==> src/rtl/force_cache_drain.sv <==
// Drains every force_cache entry in address order onto a valid/ready stream,
// optionally zeroing each entry behind the read. A credit-limited skid FIFO absorbs latency.
module force_cache_drain #(
    parameter int unsigned DATA_WIDTH    = 96,
    parameter int unsigned PARTICLE_NUM  = 290,
    parameter int unsigned ADDR_WIDTH    = 9,
    parameter int unsigned RD_LATENCY    = 1,
    parameter int unsigned CLEAR_ON_READ = 1
) (
    input  logic                  clk,
    input  logic                  rst,
    input  logic                  start,
    output logic                  busy,
    output logic                  done,
    output logic [ADDR_WIDTH-1:0] cache_rd_address,
    input  logic [DATA_WIDTH-1:0] cache_rd_data,
    output logic [ADDR_WIDTH-1:0] cache_wr_address,
    output logic [DATA_WIDTH-1:0] cache_wr_data,
    output logic                  cache_wr_enable,
    output logic                  out_valid,
    input  logic                  out_ready,
    output logic [DATA_WIDTH-1:0] out_data,
    output logic [ADDR_WIDTH-1:0] out_particle_id,
    output logic                  out_last
);

    localparam int unsigned FIFO_DEPTH = RD_LATENCY + 2;
    localparam int unsigned CNT_WIDTH  = $clog2(FIFO_DEPTH + 1);
    localparam int unsigned PTR_WIDTH  = $clog2(FIFO_DEPTH);
    localparam logic [ADDR_WIDTH-1:0] LAST_ADDR = ADDR_WIDTH'(PARTICLE_NUM - 1);
    localparam logic [CNT_WIDTH:0]    DEPTH_C   = (CNT_WIDTH + 1)'(FIFO_DEPTH);
    localparam logic [PTR_WIDTH-1:0]  PTR_LAST  = PTR_WIDTH'(FIFO_DEPTH - 1);

    typedef enum logic [1:0] {StIdle, StIssue, StFlush, StDone} state_e;

    state_e                state_q;
    logic [ADDR_WIDTH-1:0] issue_addr_q;
    logic                  busy_q;
    logic                  done_q;

    logic [RD_LATENCY-1:0] pipe_vld_q;
    logic [ADDR_WIDTH-1:0] pipe_addr_q [RD_LATENCY];

    logic [DATA_WIDTH-1:0] fifo_data_q [FIFO_DEPTH];
    logic [ADDR_WIDTH-1:0] fifo_id_q   [FIFO_DEPTH];
    logic [PTR_WIDTH-1:0]  rd_ptr_q;
    logic [PTR_WIDTH-1:0]  wr_ptr_q;
    logic [CNT_WIDTH-1:0]  fifo_cnt_q;

    logic [CNT_WIDTH-1:0]  inflight;
    logic [CNT_WIDTH:0]    credit_used;
    logic                  issue;
    logic                  push;
    logic [ADDR_WIDTH-1:0] push_addr;
    logic                  head_valid;
    logic                  pop;

    function automatic logic [PTR_WIDTH-1:0] ptr_inc(input logic [PTR_WIDTH-1:0] p);
        return (p == PTR_LAST) ? '0 : p + 1'b1;
    endfunction

    // Reads in the pipe count against FIFO space so a returning word always has a slot.
    always_comb begin
        inflight    = CNT_WIDTH'($countones(pipe_vld_q));
        credit_used = {1'b0, inflight} + {1'b0, fifo_cnt_q};
        issue       = (state_q == StIssue) && (credit_used < DEPTH_C);
        push        = pipe_vld_q[RD_LATENCY-1];
        push_addr   = pipe_addr_q[RD_LATENCY-1];
        head_valid  = (fifo_cnt_q != '0);
        pop         = head_valid && out_ready;
    end

    always_comb begin
        busy             = busy_q;
        done             = done_q;
        cache_rd_address = issue_addr_q;
        cache_wr_enable  = (CLEAR_ON_READ != 0) && push;
        cache_wr_address = cache_wr_enable ? push_addr : '0;
        cache_wr_data    = '0;
        out_valid        = head_valid;
        out_data         = head_valid ? fifo_data_q[rd_ptr_q] : '0;
        out_particle_id  = head_valid ? fifo_id_q[rd_ptr_q] : '0;
        out_last         = head_valid && (fifo_id_q[rd_ptr_q] == LAST_ADDR);
    end

    always_ff @(posedge clk or posedge rst) begin
        if (rst) begin
            state_q      <= StIdle;
            issue_addr_q <= '0;
            busy_q       <= 1'b0;
            done_q       <= 1'b0;
        end else begin
            done_q <= 1'b0;
            unique case (state_q)
                StIdle: begin
                    if (start) begin
                        state_q      <= StIssue;
                        issue_addr_q <= '0;
                        busy_q       <= 1'b1;
                    end
                end
                StIssue: begin
                    // Address parks on the last entry instead of running past it.
                    if (issue) begin
                        if (issue_addr_q == LAST_ADDR) state_q <= StFlush;
                        else issue_addr_q <= issue_addr_q + 1'b1;
                    end
                end
                StFlush: begin
                    if (pop && out_last) begin
                        state_q <= StDone;
                        done_q  <= 1'b1;
                    end
                end
                StDone: begin
                    state_q <= StIdle;
                    busy_q  <= 1'b0;
                end
                default: state_q <= StIdle;
            endcase
        end
    end

    always_ff @(posedge clk or posedge rst) begin
        if (rst) begin
            pipe_vld_q <= '0;
            for (int i = 0; i < RD_LATENCY; i++) pipe_addr_q[i] <= '0;
        end else begin
            for (int i = RD_LATENCY - 1; i > 0; i--) begin
                pipe_vld_q[i]  <= pipe_vld_q[i-1];
                pipe_addr_q[i] <= pipe_addr_q[i-1];
            end
            pipe_vld_q[0]  <= issue;
            pipe_addr_q[0] <= issue_addr_q;
        end
    end

    always_ff @(posedge clk or posedge rst) begin
        if (rst) begin
            rd_ptr_q   <= '0;
            wr_ptr_q   <= '0;
            fifo_cnt_q <= '0;
        end else begin
            if (push) wr_ptr_q <= ptr_inc(wr_ptr_q);
            if (pop)  rd_ptr_q <= ptr_inc(rd_ptr_q);
            if (push && !pop)      fifo_cnt_q <= fifo_cnt_q + 1'b1;
            else if (!push && pop) fifo_cnt_q <= fifo_cnt_q - 1'b1;
        end
    end

    always_ff @(posedge clk) begin
        if (push) begin
            fifo_data_q[wr_ptr_q] <= cache_rd_data;
            fifo_id_q[wr_ptr_q]   <= push_addr;
        end
    end

endmodule

==> config.mk <==
export PLATFORM = sky130hd
export DESIGN_NAME = force_cache_drain
export DESIGN_NICKNAME = d
export VERILOG_FILES = /design/src/rtl/force_cache_drain.sv
export SDC_FILE = /design/constraint.sdc
export NUM_CORES = 1
export LEC_CHECK = 0
export BUFFER_PORTS_ARGS = -buffer_cell sky130_fd_sc_hd__buf_2
export CAP_MARGIN = 20
export CORE_MARGIN = 2
export CORE_UTILIZATION = 60
export CTS_BUF_LIST = sky130_fd_sc_hd__clkbuf_4
export CTS_CLUSTER_DIAMETER = 100
export DETAILED_ROUTE_END_ITERATION = 12
export PLACE_DENSITY_LB_ADDON = 0.08
export REMOVE_ABC_BUFFERS = 1
export SLEW_MARGIN = 5
export SYNTH_ARGS = -nofsm -noshare
export SYNTH_HDL_FRONTEND = slang
export SYNTH_SLANG_ARGS = --single-unit
==> constraint.sdc <==
create_clock -name clk -period 10.5 [get_ports clk]
set_clock_uncertainty 0.15 [all_clocks]
set_input_delay 3.15 -clock clk [delete_from_list [all_inputs] [get_ports clk]]
set_output_delay 3.15 -clock clk [all_outputs]
set_load 0.05 [all_outputs]
==> results of run 1 <==
## routing by layer
layer	vias up	global-route usage, %	wire [um]
met2	326	36.4	14000
li1	3991	-	-
met1	3950	26.7	10600
met5	-	0	0
met4	0	10.3	798
met3	55	4.98	1670
## power by group through the flow
stage / Sequential (uW) / Combinational (uW) / Clock [uW]
detailed placement: 1920 / 2300 / 0
global placement: 1910 / 2290 / 0
finish: 1850 / 2330 / 1050
CTS: 1890 / 2310 / 1080
floorplan: 1970 / 1780 / 0
global route: 1870 / 2490 / 1150
## cell families after synthesis
kind of cell | synth area share, %
buffers and inverters | 6.87
adder cells (fa/ha/maj) | 0.796
other | 0.0265
flip-flops | 72.0
AND/OR/NAND/NOR | 7.41
multiplexers | 8.21
AO/OA/AOI/OAI | 4.09
XOR/XNOR | 0.619
## registers in the layout (all words and copies together), names as in the netlist
signal	count
busy	1
cache_rd_address	9
cache_wr_enable	1
done	1
fifo_cnt_q	2
fifo_data_q	288
fifo_id_q	27
pipe_addr_q	9
rd_ptr_q	2
state_q	2
wr_ptr_q	2
## worst max-delay path by stage
stage                                    startpoint            endpoint  slack [ns]  cells after the start
final                       rd_ptr_q[0]$_DFFE_PP0P_            out_last        3.42                      6
after global routing        rd_ptr_q[0]$_DFFE_PP0P_            out_last        3.10                      6
after CTS                   rd_ptr_q[0]$_DFFE_PP0P_            out_last        3.21                      6
after detailed placement    rd_ptr_q[0]$_DFFE_PP0P_            out_last        4.00                      6
after global placement      rd_ptr_q[0]$_DFFE_PP0P_            out_last        3.97                      6
after floorplan           fifo_cnt_q[0]$_DFFE_PP0P_  out_particle_id[6]        1.70                      3
## per-stage QoR
step / total power, uW / worst slack [ns]
floorplan: 3750 / 1.70
global placement: 4200 / 3.97
detailed placement: 4220 / 4.00
CTS: 5280 / 3.21
global route: 5500 / 3.10
finish: 5230 / 3.42
## cell usage in the layout, fill, tap and decap left out, drive strengths merged, types with 8 or more instances in the layout
cell type / netlist / layout
ha: 9 / 9
nand2: 8 / 8
a21oi: 98 / 98
conb: 1 / 96
nor2: 213 / 213
clkbuf: 26 / 116
buf: 118 / 238
clkinv: 0 / 21
mux2: 9 / 9
inv: 11 / 13
dfrtp: 29 / 29
and2: 14 / 14
mux2i: 106 / 106
edfxtp: 315 / 315
xor2: 8 / 8
## area by class of cell
class                           instances  area [um2]  area share, %
Antenna cell                            2        5.00         0.0308
Clock buffer                          116         871           5.35
Clock inverter                         25         146          0.900
Inverter                               11        41.3          0.254
Multi-Input combinational cell        594        3380           20.8
Sequential cell                       344       10200           62.6
Tap cell                              319         399           2.45
Timing Repair Buffer                  238        1240           7.61
## worst register-to-register path, cell delays in order (launching register included)
cell	delay, ns
dfrtp_4	1.12
buf_4	0.81
mux2i_1	0.28
o21ai_1	0.12
nor4_2	0.32
nand4b_1	0.21
a21oi_2	0.22
mux2_1	0.33
==> impl_results.md, run 1 <==
- Synth Instances: 998
- Area contributors post-synth: edfxtp_1 (67%), mux2i_1 (7.5%), nor2_1 (5.6%)
- Most frequent cells after synthesis: edfxtp_1 (315), nor2_1 (213), mux2i_1 (106)
- Root Buffer: clkbuf_4
- Worst slew pin tran: 1.12 ns
- Hold Path Depth: 0
- Critical path peak fanout: 61
- CP top delay family: flip-flops
- Yosys cell types: 36
- Vias per cell: 5.05
- Die height: 158 um
- Mapped Area: 14200 um2
- Final max-slew violation count: 0
- Max_cap viols: 0
- Cell-internal power: 2820 uW
- Die area: 24800 um2
- Global-route usage over all layers: 21.6%
- Crit path DAT: 3.78 ns
- Critical path's slowest cell: dfrtp_4
- CTS tree: built
- RSZ-0062 raised after global routing: false
- Sequential-to-total area share from yosys stat: 72.0%
- Reg2reg path depth: 7
- Setup Fix Bufs, Post-CTS: 0
- Hold path startpoint: cache_rd_address[5]$_DFFE_PP0P_
- Synth area leader: edfxtp_1
- Static leakage: 0.00669 uW
- Post-route ant nets: 0
- Pwr dens: 321 nW/um2
- Post-DP HPWL: 16100 um
- Core Area: 23300 um2
- Nature of the critical path startpoint: flop
- CTS sink count: 344
- Post-route DRC: 0
- Power share of the clock group: 20.1%
- CTS Buf Count: 84
- Clock-pin slew on the worst setup and hold paths: 0.07 ns
- Largest net degree at the start of global routing: 105
- Final non-filler cell total: 1649
- Net Sw Frac: 46.1%
- H-tree levels: 3
- Die Width: 158 um
- Port bufs: 227
- Area delta synth->final: 15.0%
- Worst skew pair latency: 0.68 ns
- Critical path required time: 7.20 ns
- Worst min-delay path class: flop to flop
- Hold_buf cts: 0
- Critical path class: flop to output pin
- Sequential Power Share: 35.3%
- Fraction of layout cells with a size suffix above 1: 28.2%
- Routed WL per cell: 16.4 um
- Dpl cells: 1505
- IO Count: 324
- Via count: 8322
- Global route overflow: 0
- Worst hold slack: 0.327 ns
- Vias in the first global route: 7865
- Ys async rst share: 8.43%
- Routed WL: 27100 um
- Max-slew headroom: 25.3%
- Post-route cell area: 16300 um2
- Count of flip-flops with a built-in enable after synthesis: 315
- P_sw: 2410 uW
- WP buf/inv: 2
- Reg-to-reg setup timing slack: 6.82 ns
- Initial Util: 60.6%
- Peak VDD IR: 0.239 mV
- RePlAce Congestion: 0.775
- Synth top area share: 66.8%
- Final net count: 1382
- Post-route core utilization: 69.7%
- Avg Cell Area, Syn: 14.2 um2
- Drt initial violations: 380
- CP max stage delay: 1.12 ns
- Worst-path cell chain: buf_4 -> mux2i_1 -> o21ai_1 -> nor4_2 -> and3_1 -> buf_2
- Count leader, synth: edfxtp_1
- DP Area: 15200 um2
- Worst R2R Start: rd_ptr_q[0]$_DFFE_PP0P_
- Fin crit period: 7.08 ns
- Status: complete, no violations
- Final setup fails: 0
- Num rows: 56
- Yosys reg bits: 344
- Max Clk Rate: 141 MHz
- Hold EP: pipe_addr_q[5]$_DFF_PP0_
- Gate power share: 44.6%
- Fill cells: 1712
- RR Endpoint: state_q[1]$_DFFE_PP0P_
- Post-CTS sizing: 0
- Post-route setup TNS: 0 ns
- Initial antenna violation count: 2
- Yosys warning count: 0
- Tcrit/Tclk final: 67.5%
- Fin. Hold Viols: 0
- First-pass GRT wire length: 40500 um
- CP Capture Type: output pin
- Drt pass-1 iters: 5
- Maximum clock path buffer count: 3
- Synth Flop Type: edfxtp_1
No activity file was read; power rests on OpenSTA's default activity.
==> run 2: changes to the inputs <==
Settings changed: CORE_UTILIZATION 60 to 56.
Clock period 10.5 ns to 6.9 ns, I/O delays scaled along.
==> impl_results.md, run 2 (same netlist as run 1, synthesis figures left out) <==
- Status: complete, no violations
- Post-route setup TNS: 0 ns
- Via count: 8340
- Drt initial violations: 442
- Commonest non-fill, non-tap cell in the layout: edfxtp_1
- Final setup fails: 0
- Maximum clock path buffer count: 3
- Total power: 8030 uW
- Hold_buf cts: 0
- Nature of the critical path startpoint: flop
- Pwr dens: 490 nW/um2
- RePlAce Congestion: 0.824
- Critical path's most frequent cell: nor2_1
- Die height: 163 um
- Met1 usage: 24.4%
- Worst-path cell chain: buf_4 -> mux2i_1 -> nor2_1 -> a21oi_1 -> nor2_1 -> buf_2
- Die area: 26600 um2
- Die Width: 163 um
- Peak VDD IR: 0.330 mV
- IO Count: 324
- Final max-slew violation count: 0
- CTS tree: built
- Initial antenna violation count: 5
- Max_cap viols: 0
- First-pass GRT wire length: 41600 um
- Crit path DAT: 3.22 ns
- Grt peak-use layer: met2
- Critical path peak fanout: 59
- Drt pass-1 iters: 4
- GRT met3 Usage: 5.17%
- Clock-pin slew on the worst setup and hold paths: 0.06 ns
- CTS Buf Count: 87
- Worst skew pair latency: 0.68 ns
- Vias in the first global route: 8208
- GRT met2 Usage: 35.4%
- Largest net degree at the start of global routing: 143
- Worst slew pin tran: 1.06 ns
- CP Capture Type: output pin
- Global-route usage over all layers: 20.4%
- Port bufs: 227
- Root Buffer: clkbuf_4
- CP max stage delay: 1.13 ns
- Worst min-delay path class: flop to flop
- Max Clk Rate: 184 MHz
- CTS sink count: 344
- Biggest register: fifo_data_q
- Initial Util: 56.7%
- Num rows: 58
- Routed WL per cell: 16.4 um
- Setup Fix Bufs, Post-CTS: 0
- Final net count: 1384
- Largest regs: fifo_data_q (288), fifo_id_q (27)
- Post-route ant nets: 0
- Vias per cell: 5.01
- Core Area: 25000 um2
- Static leakage: 0.00674 uW
- Routed WL: 27300 um
- Post-route DRC: 0
- Most frequent cells in the layout: edfxtp_1 (315), buf_2 (227), nor2_1 (210)
- Critical path class: flop to output pin
- H-tree levels: 3
- Post-DP HPWL: 16000 um
- RSZ-0062 raised after global routing: false
- Area delta synth->final: 15.8%
- Tcrit/Tclk final: 78.8%
- Critical path's slowest cell: dfrtp_4
- Final worst slack: 1.46 ns
- Critical path required time: 4.68 ns
- Fraction of layout cells with a size suffix above 1: 29.6%
- Global route overflow: 0
- Max reg flops: 288
- Setup WS pre-CTS: 2.11 ns
- Post-CTS sizing: 0
- Max-slew headroom: 29.5%
- Fin crit period: 5.44 ns
- Fin. Hold Viols: 0
-- run 2: cell types whose count changed in the layout (fill, tap and decap cells not counted) --
cell,previous run,this run
buf_12,0,2
buf_16,1,0
buf_4,10,8
clkbuf_4,116,134
clkinv_1,21,5
clkinvlp_4,0,2
diode_2,2,5
-- run 2: cell type report --
| class | instances | area [um2] |
|---|---|---|
| multi-input cells | 594 | 3380 |
| repair buffers | 237 | 1240 |
| diodes | 5 | 12.5 |
| flip-flops and latches | 344 | 10200 |
| inverters | 11 | 41.3 |
| clock inverters | 11 | 101 |
| clock buffers | 134 | 1010 |
| well taps | 330 | 413 |
| fillers | 1931 | 8580 |
-- run 2: critical path: cells and delay by family, from the launching register on --
family,cells,cell delay [ns]
flops,1,1.13
buf+inv,2,0.86
mux,1,0.27
compound gates,1,0.14
simple gates,2,0.11
-- run 2: path summary, 6_finish.rpt --
| path | end | depth (start not counted) | slack [ns] | startpoint |
|---|---|---|---|---|
| min in group asynchronous | done$_DFF_PP0_ | 3 | 1.31 | rst |
| setup reg to reg | state_q[1]$_DFFE_PP0P_ | 6 | 3.86 | rd_ptr_q[0]$_DFFE_PP0P_ |
| hold / removal | pipe_addr_q[8]$_DFF_PP0_ | 0 | 0.30 | cache_rd_address[8]$_DFFE_PP0P_ |
| setup / recovery | out_data[22] | 6 | 1.46 | rd_ptr_q[0]$_DFFE_PP0P_ |
| max in group asynchronous | rd_ptr_q[1]$_DFFE_PP0P_ | 3 | 4.93 | rst |
| hold reg to reg | pipe_addr_q[8]$_DFF_PP0_ | 0 | 0.30 | cache_rd_address[8]$_DFFE_PP0P_ |
-- run 2: metal layers --
layer / vias to the layer above / part of all wire (%) / wire length (um)
met2: 290 / 51 / 13900
met1: 4003 / 40 / 11000
li1: 4003 / - / -
met5: - / 0 / 0
met3: 44 / 6.3 / 1730
met4: 0 / 2.3 / 635
-- run 2: through the flow --
stage               hold slack (ns)  util (%)  cell area (um2)  cells
floorplan                     0.302         -            13600    949
global placement              0.286      61.1            15300   1516
detailed placement            0.274      61.1            15300   1516
CTS                           0.304      65.6            16400   1661
global route                  0.333      65.6            16400   1663
finish                        0.302      65.6            16400   1666
-- run 2: report_power, final --
part / switching, uW / leakage [uW] / internal [uW]
logic: 2660 / 0.00284 / 841
clock network: 744 / 0.000661 / 948
registers: 238 / 0.00325 / 2600
total: 3640 / 0.00674 / 4390
==> run 3: changes to the inputs <==
Settings changed: CORE_UTILIZATION 56 to 51.
Clock period 6.9 ns to 4.4 ns, I/O delays scaled along.
==> impl_results.md, run 3 (same netlist as run 1, synthesis figures left out) <==
- Status: complete, no violations
- RSZ-0062 raised after global routing: false
- Worst skew pair latency: 0.66 ns
- Worst hold slack: 0.329 ns
- Met1 usage: 23.9%
- Final max-slew violation count: 0
- Global-route usage over all layers: 18.6%
- Final net count: 1390
- Grt peak-use layer: met2
- Fin. Hold Viols: 0
- CP max stage delay: 0.71 ns
- Final worst slack: 0.285 ns
- Fin crit period: 4.11 ns
- CTS Buf Count: 86
- Final setup fails: 0
- Nature of the critical path startpoint: flop
- CTS tree: built
- Post-route core utilization: 60.8%
- Routed WL: 27400 um
- GRT met2 Usage: 30.7%
- Post-route ant nets: 0
- Max-slew headroom: 38.8%
- CTS sink count: 344
- Drt initial violations: 443
- Via count: 8312
- Commonest non-fill, non-tap cell in the layout: edfxtp_1
- Worst min-delay path class: flop to flop
- Critical path required time: 2.93 ns
- Largest regs: fifo_data_q (288), fifo_id_q (27)
- Core Area: 27100 um2
- Fraction of layout cells with a size suffix above 1: 29.3%
- Critical path class: flop to output pin
- RePlAce Congestion: 0.762
- Global route overflow: 0
- Port bufs: 227
- Max_cap viols: 0
- Largest net degree at the start of global routing: 147
- Num rows: 60
- GRT met3 Usage: 4.42%
- Peak VDD IR: 0.528 mV
- Setup WS pre-CTS: 0.797 ns
- Post-route cell area: 16500 um2
- Root Buffer: clkbuf_4
- Initial Util: 52.2%
- Final non-filler cell total: 1712
- Post-DP HPWL: 16600 um
- Max Clk Rate: 243 MHz
- Drt pass-1 iters: 5
- Post-CTS sizing: 0
- DP Area: 15400 um2
- Initial antenna violation count: 2
- Critical path peak fanout: 24
- Biggest register: fifo_data_q
- Die Width: 171 um
- Critical path's slowest cell: dfrtp_4
- Vias in the first global route: 7968
- Worst-path cell chain: mux2_2 -> mux2i_1 -> and4_1 -> and3_1 -> buf_2
- First-pass GRT wire length: 41300 um
- Area delta synth->final: 16.4%
- IO Count: 324
- H-tree levels: 3
- Tcrit/Tclk final: 93.5%
- Die height: 171 um
- Max reg flops: 288
- Dpl cells: 1564
- Pwr dens: 763 nW/um2
- Die area: 29100 um2
- Maximum clock path buffer count: 3
- Crit path DAT: 2.64 ns
- Static leakage: 0.00677 uW
- CP Capture Type: output pin
- Vias per cell: 4.86
- Worst slew pin tran: 0.918 ns
- Most frequent cells in the layout: edfxtp_1 (315), buf_2 (227), nor2_1 (210)
- Clock-pin slew on the worst setup and hold paths: 0.07 ns
- Routed WL per cell: 16.0 um
- Post-route DRC: 0
run 3: cell count changes in the layout (fill, tap and decap cells not counted):
cell,delta
buf_4,+4
clkinv_2,+3
diode_2,-2
inv_2,-1
clkbuf_4,-9
clkinv_1,+8
clkinvlp_4,-2
buf_12,+3
run 3: power breakdown:
part	internal (uW)	leakage, uW	switching [uW]
combinational	1360	0.00288	4300
sequential	4080	0.00325	262
clock	1410	0.000640	1160
run 3: timing repair:
item                       CTS  global route
buffers inserted             0             1
hold buffers                 0             0
setup endpoints to repair    0            38
run 3: area by class of cell:
| class | instances | area (um2) |
|---|---|---|
| sequential | 344 | 10200 |
| timing repair buffer | 244 | 1330 |
| multi-input combinational | 594 | 3380 |
| clock inverter | 19 | 128 |
| tap | 372 | 465 |
| inverter | 11 | 41.3 |
| clock buffer | 125 | 938 |
| fill | 2216 | 10600 |
| antenna | 3 | 7.51 |
run 3: path summary, 6_finish.rpt:
path                       cells after the start                             from                               to  slack, ns
max in group asynchronous                      3                              rst  cache_rd_address[3]$_DFFE_PP0P_       2.82
setup / recovery                               5          rd_ptr_q[0]$_DFFE_PP0P_                         out_last       0.29
hold / removal                                 0  cache_rd_address[2]$_DFFE_PP0P_         pipe_addr_q[2]$_DFF_PP0_       0.33
hold reg to reg                                0  cache_rd_address[2]$_DFFE_PP0P_         pipe_addr_q[2]$_DFF_PP0_       0.33
min in group asynchronous                      2                              rst        fifo_cnt_q[0]$_DFFE_PP0P_       0.61
setup reg to reg                               8        cache_wr_enable$_DFF_PP0_  cache_rd_address[5]$_DFFE_PP0P_       1.61
run 3: critical path: cells and delay by family (launching register included):
family	cells	cell delay, ns
simple gates	2	0.47
flops	1	0.71
mux	2	0.58
buf+inv	1	0.27
run 3: layer usage:
| metal | vias up | share of wire, % | wire (um) |
|---|---|---|---|
| li1 | 4000 | - | - |
| met1 | 3979 | 43 | 11700 |
| met2 | 293 | 49 | 13500 |
| met3 | 40 | 6.2 | 1710 |
| met4 | 0 | 1.9 | 514 |
| met5 | - | 0 | 0 |
run 3: metrics by stage:
stage	power, uW	TNS (ns)
4_1_cts	12700	0
6_report	12600	0
3_5_place_dp	10100	0
5_1_grt	13300	0
2_1_floorplan	8940	-553.95
3_3_place_gp	10100	0
